===== src/rtl/divu_hilo.sv =====
// divu_hilo: sequential 32-cycle restoring unsigned divider with Hi (remainder) / Lo (quotient) read-back.
// Optional sticky divide-by-zero flag output enabled by defining DIVU_ZERO_FLAG_EN.
module divu_hilo #(
    parameter int WIDTH = 32
) (
    input  logic             clk,
    input  logic             reset,
    input  logic [WIDTH-1:0] dataA,
    input  logic [WIDTH-1:0] dataB,
    input  logic [5:0]       Signal,
    output logic [WIDTH-1:0] dataOut,
`ifdef DIVU_ZERO_FLAG_EN
    output logic             divZero,
`endif
    output logic             busy
);
    localparam logic [5:0] F_DIVU = 6'd27;
    localparam logic [5:0] F_MFHI = 6'd16;
    localparam logic [5:0] F_MFLO = 6'd18;
    localparam int CW = $clog2(WIDTH);

    typedef enum logic {IDLE, RUN} state_t;

    state_t           state_q;
    logic [CW-1:0]    count_q;
    logic [WIDTH-1:0] rem_q, quo_q, dvs_q, hi_q, lo_q, dout_q;
    logic [5:0]       sig_q;
    logic             busy_q;
    logic [WIDTH:0]   trial;
    logic [WIDTH-1:0] rem_d, quo_d;
    logic             start;

    // The remainder never reaches the top bit before the final step, so
    // shifting it together with the quotient MSB is an exact WIDTH+1 trial.
    assign trial = {rem_q, quo_q[WIDTH-1]} - {1'b0, dvs_q};
    assign rem_d = trial[WIDTH] ? {rem_q[WIDTH-2:0], quo_q[WIDTH-1]} : trial[WIDTH-1:0];
    assign quo_d = {quo_q[WIDTH-2:0], ~trial[WIDTH]};
    assign start = (state_q == IDLE) && (Signal == F_DIVU) && (sig_q != F_DIVU);

    assign dataOut = dout_q;
    assign busy    = busy_q;

`ifdef DIVU_ZERO_FLAG_EN
    logic dz_q;
    assign divZero = dz_q;
    always_ff @(posedge clk) begin
        if (!reset)
            dz_q <= 1'b0;
        else if (start)
            dz_q <= (dataB == '0);
    end
`endif

    always_ff @(posedge clk) begin
        if (!reset) begin
            state_q <= IDLE;
            count_q <= '0;
            rem_q   <= '0;
            quo_q   <= '0;
            dvs_q   <= '0;
            hi_q    <= '0;
            lo_q    <= '0;
            dout_q  <= '0;
            sig_q   <= '0;
            busy_q  <= 1'b0;
        end else begin
            sig_q  <= Signal;
            dout_q <= (Signal == F_MFHI) ? hi_q : (Signal == F_MFLO) ? lo_q : '0;
            if (state_q == IDLE) begin
                if (start) begin
                    rem_q   <= '0;
                    quo_q   <= dataA;
                    dvs_q   <= dataB;
                    count_q <= '0;
                    busy_q  <= 1'b1;
                    state_q <= RUN;
                end
            end else begin
                rem_q   <= rem_d;
                quo_q   <= quo_d;
                count_q <= count_q + 1'b1;
                if (count_q == CW'(WIDTH - 1)) begin
                    hi_q    <= rem_d;
                    lo_q    <= quo_d;
                    busy_q  <= 1'b0;
                    state_q <= IDLE;
                end
            end
        end
    end
endmodule


===== config.mk =====
export PLATFORM = sky130hd
export DESIGN_NAME = divu_hilo
export DESIGN_NICKNAME = d
export VERILOG_FILES = /design/src/rtl/divu_hilo.sv
export SDC_FILE = /design/constraint.sdc
export NUM_CORES = 1
export LEC_CHECK = 0
export BUFFER_PORTS_ARGS = -buffer_cell sky130_fd_sc_hd__buf_2
export CORE_UTILIZATION = 59
export CTS_BUF_LIST = sky130_fd_sc_hd__clkbuf_8 sky130_fd_sc_hd__clkbuf_16
export CTS_CLUSTER_DIAMETER = 60
export DETAILED_ROUTE_END_ITERATION = 10
export PLACE_DENSITY_LB_ADDON = 0.2
export SLEW_MARGIN = 5
export SYNTH_ARGS = -nofsm -noshare
export SYNTH_HDL_FRONTEND = slang
export SYNTH_SLANG_ARGS = --single-unit

===== constraint.sdc =====
create_clock -name clk -period 4.1 [get_ports clk]
set_input_delay 0.205 -clock clk [delete_from_list [all_inputs] [get_ports clk]]
set_output_delay 0.205 -clock clk [all_outputs]
set_load 0.1 [all_outputs]

### Word level (Yosys, flattened, before mapping)

Cells that the tools add are included.
W data, S select, Z words.

* flip-flop bits (word level): 205
* bits of input ports: 72
* output and inout port bits: 33
* logic and storage cells: 41

* add/sub/neg operators: 2
* equal/unequal tests: 6
* mux-type cells: 15
* bitwise operators: 2
* reduce and logical (&&, ||, !) cells: 6

Operator list (number)
* $mux W32: 7
* $sub A33 B32 Y33: 1
* $eq A6 B5 Y1 const B: 3
* $mux W5: 2
* $mux W1: 6
* $ne A6 B5 Y1 const B: 1
* $reduce_and A2 Y1: 3
* $add A5 B1 Y5 const B: 1
* $eq A5 B5 Y1 const B: 1
* $logic_and A1 B1 Y1: 2
* $ne A2 B1 Y1 const B: 1
* $not A1 Y1: 2
* $reduce_bool A2 Y1: 1

### Logic depth before layout (Yosys ltp)

* word-level depth: 5
* gate-level depth with buffers: 13

### Least setup slack after synthesis

Ideal clock, no wire load.

* kind: register -> register
* start: register quo_q[31]
* end: register hi_q[16]
* library setup time: 0.132 ns
* arrival: 2.779 ns
* required time: 3.968 ns
* setup slack: 1.189 ns
* stages on the path, launching flop included: 14
* period minus slack after synthesis: 2.911 ns
* cell sequence: dfxtp_1 inv_1 ha_1 inv_1 fa_1 a211oi_2 o21ai_1 o311ai_2 a2111oi_4 o31ai_4 xnor2_4 buf_6 mux2i_1 a21oi_1

* cells in the longest elaborated chain, start to end: 2

Ends and longest elaborated chain
* start, declared: RTL line 26 `logic [WIDTH-1:0] rem_q, quo_q, dvs_q, hi_q, lo_q, dout_q;`
* start signal, assigned: RTL line 72 `quo_q <= dataA;`
* start signal, assigned: RTL line 80 `quo_q <= quo_d;`
* $sub A33 B32 Y33: RTL line 35 `assign trial = {rem_q, quo_q[WIDTH-1]} - {1'b0, dvs_q};`
* $mux W32: RTL line 36 `assign rem_d = trial[WIDTH] ? {rem_q[WIDTH-2:0], quo_q[WIDTH-1]} : trial[WIDTH-1:0];`
* end signal, assigned: RTL line 83 `hi_q <= rem_d;`
* end, declared: RTL line 26

Every way passes these cells.
A chain may end at the register's enable or synchronous reset.

### Worst setup path after layout

* start: register quo_q[31]
* end: register rem_q[10]

* cells in the longest elaborated chain, start to end: 3

Ends and longest elaborated chain
* $sub A33 B32 Y33: RTL line 35
* $mux W32: RTL line 36
* $mux W32: RTL line 69 `if (state_q == IDLE) begin`
* end signal, assigned: RTL line 79 `rem_q <= rem_d;`
* end, declared: RTL line 26

Every way passes these cells.

==> qor.yml <==
status: "finished, final reports clean"
initial_utilization: 0.608
yosys_register_bits: 205
maxCapViolCount: 0
synthesis.area_um2: 9690
drtPass1Iterations: 6
synth-edff-count: 0
clk_pin_slew_ps: 60
grt-busiest-layer: "met2"
worstSkewPairLatency_ps: 510
synth_largest_area_cell: "dfxtp_1"
leakage_nw: 4.73
peakVddDrop_mv: 0.309
rrSetupSlack_ps: 540
rr_startpoint: "quo_q[31]$_SDFFE_PN0P_"
grt_use_total: 0.286
cts_tree: "yes"
num_vias: 8463
cts.path.max_buffers: 3
min_delay_path_depth: 3
reg2reg_to: "rem_q[10]$_SDFFE_PN0P_"
yosysMostFrequentCell: "nand2_1"
drtIter0Drc: 467
setup_viol: 0
port_buffers: 104
synth_commonest_cells: "241 x nand2_1, 205 x dfxtp_1, 100 x a21boi_0"
holdPathEnd: "quo_q[7]$_SDFFE_PN0P_"
internal-power_mw: 3.42
root_buffer: "clkbuf_16"
clockPowerShare: 0.451
post_synth.cell_area_avg_um2: 8.43
worstSetupStartpointType: "flip-flop"
cts_resized: 0
synth_fp_nets: 1256
post-route-min-period_ps: 3560
met3_usage: 0.0312
row_count: 46
rsz0062_at_grt: "false"
worstMarginPinSlew_ps: 929
relSlewSlack: 0.380
core_um2: 15900
drc_errors: 0
hp-start: "dataA[7]"
netlist_instances: 1149
num_antenna_cells: 0
ant_nets: 0
synth_cell_types: 65
synthTopCellsByArea: "dfxtp_1 42%, nand2_1 9.3%, a21boi_0 7.7%, mux2i_1 6.2%, ha_1 4.4%"
critPathKind: "flip-flop to flip-flop"
routabilityCongestion: 0.896
fillers: 1268
slew_violations: 0
clock_sinks: 205
swShare: 0.241
yosysWarnings: 0
reg2reg_depth: 13
post-cts-setup-buffer-count: 0
die_area_um2: 16900
drive_gt1_frac: 0.130
final-hold-violation-count: 0
nets: 1375
p_per_area_nw_per_um2: 389
antenna_found_initial: 0
combPwrFrac: 0.103
hpwl_um: 16100
via_per_inst: 5.64
cp-startpoint: "quo_q[31]$_SDFFE_PN0P_"
async_flop_share: 0
clock_skew_ps: 17.1
area_growth_pct: 19.4
path_max_fanout: 23
fin_area_um2: 11600
switchingPower_mw: 1.09
grt_use_met2: 0.504
wl_um: 24200
hold_path_class: "input pin to flip-flop"
multi_input_area_um2: 5140
cp-end-kind: "flip-flop"
regArea_um2: 4100
power.share.sequential: 0.446
grt_use_met1: 0.364
grt_pass1_vias: 7915
yosysSeqAreaShare: 0.424
power.total_mw: 4.50
grt_max_degree: 94
die_w_um: 130
synth_flop_cell: "dfxtp_1"
fmax_mhz: 281
grt_pass1_wl_um: 38500
wl_per_cell_um: 16.1
cts_buffers: 23
ios: 105
arrival_ps: 3940
overflow: 0
die_h_um: 130
synth_top_area_share: 0.424
finalCritPeriodShare: 0.868
post_dp_cell_area_um2: 10300
required_ps: 4490
fin_setup_tns_ps: 0
ctsHtreeMaxLevel: 1
==> cell usage in the layout, fill, tap and decap left out, types with 4 or more instances in the layout <==
| master | n |
|---|---|
| a31oi_1 | 6 |
| nand4_1 | 11 |
| o21a_1 | 5 |
| nand2_1 | 241 |
| xor2_1 | 11 |
| ha_1 | 34 |
| o21ai_1 | 30 |
| inv_1 | 44 |
| mux2i_1 | 60 |
| o211ai_1 | 5 |
| and3_1 | 5 |
| and2_1 | 12 |
| nor2_1 | 58 |
| dlygate4sd3_1 | 50 |
| nand3_1 | 15 |
| nor3_1 | 6 |
| a21oi_1 | 63 |
| a21boi_0 | 100 |
| a21o_1 | 12 |
| a22oi_1 | 33 |
| dfxtp_1 | 205 |
| buf_4 | 11 |
| buf_2 | 103 |
| clkbuf_8 | 6 |
| o21ai_0 | 52 |
| xnor2_1 | 14 |
| nor2b_1 | 4 |
| clkbuf_16 | 23 |
==> worst max-delay path by stage <==
stage / cells past startpoint / endpoint
2_1_floorplan: 13 / hi_q[16]$_SDFFE_PN0P_
3_3_place_gp: 13 / rem_q[13]$_SDFFE_PN0P_
3_5_place_dp: 13 / rem_q[8]$_SDFFE_PN0P_
4_1_cts: 13 / rem_q[8]$_SDFFE_PN0P_
5_1_grt: 13 / rem_q[8]$_SDFFE_PN0P_
6_report: 13 / rem_q[10]$_SDFFE_PN0P_
==> cells by family (layout without fill, tap and decap cells) <==
family	count (synthesis)	after routing	share of synthesized area
XOR/XNOR	27	27	0.0271
adder cells (fa/ha/maj)	35	35	0.0460
flip-flops	205	205	0.424
multiplexers	60	60	0.0620
buffers and inverters	112	248	0.0464
AO/OA/AOI/OAI	339	339	0.233
AND/OR/NAND/NOR	371	371	0.162
==> metal layers <==
| layer | share of wire | routed length (um) |
|---|---|---|
| met4 | 0.029 | 694 |
| met1 | 0.44 | 10600 |
| met3 | 0.042 | 1030 |
| met2 | 0.49 | 12000 |
| met5 | 0 | 0 |
==> power groups by stage <==
stage,logic [mW],registers [mW],clock network (mW)
final,0.464,2.01,2.03
after global routing,0.498,2.01,2.13
after CTS,0.459,2.01,2.06
after detailed placement,0.420,2.05,0
after global placement,0.419,2.05,0
after floorplan,0.319,2.05,0
==> state kept, by name, indices dropped and copies added (netlist names), 5 cells and up <==
name	cells
count_q	5
sig_q	6
dataOut	32
dvs_q	32
quo_q	32
lo_q	32
rem_q	32
hi_q	32
==> worst max-delay path: stages (launching register included) <==
cell and delay [ps]:
dfxtp_1 360, inv_1 70, ha_1 220, inv_1 80, fa_1 240, a211oi_2 90, o21ai_1 310, o311ai_2 170
a2111oi_4 480, o31ai_4 140, xnor2_4 620, buf_12 280, mux2i_1 260, o21ai_1 100
==> cell type report <==
class                           instances  share of cell area
Inverter                               40              0.0130
Clock buffer                           29              0.0569
Multi-Input combinational cell        832               0.445
Clock inverter                         13             0.00898
Sequential cell                       205               0.355
Tap cell                              216              0.0234
Timing Repair Buffer                  166              0.0984
==> metrics by stage <==
step / util / hold slack, ps / setup slack [ps] / instances
after global routing: 0.726 / 14.4 / 315 / 1501
after global placement: 0.646 / 433 / 735 / 1409
final: 0.726 / 7.19 / 542 / 1501
after floorplan: - / 327 / 1190 / 1149
after detailed placement: 0.646 / 438 / 613 / 1409
after CTS: 0.726 / 1.85 / 589 / 1501
==> repair_timing <==
action                                 in CTS  in global routing
endpoints found under the hold margin      50                  0
setup endpoints to repair                   0                  0
hold buffers                               50                  0
Power figures use the tool's default switching activity.
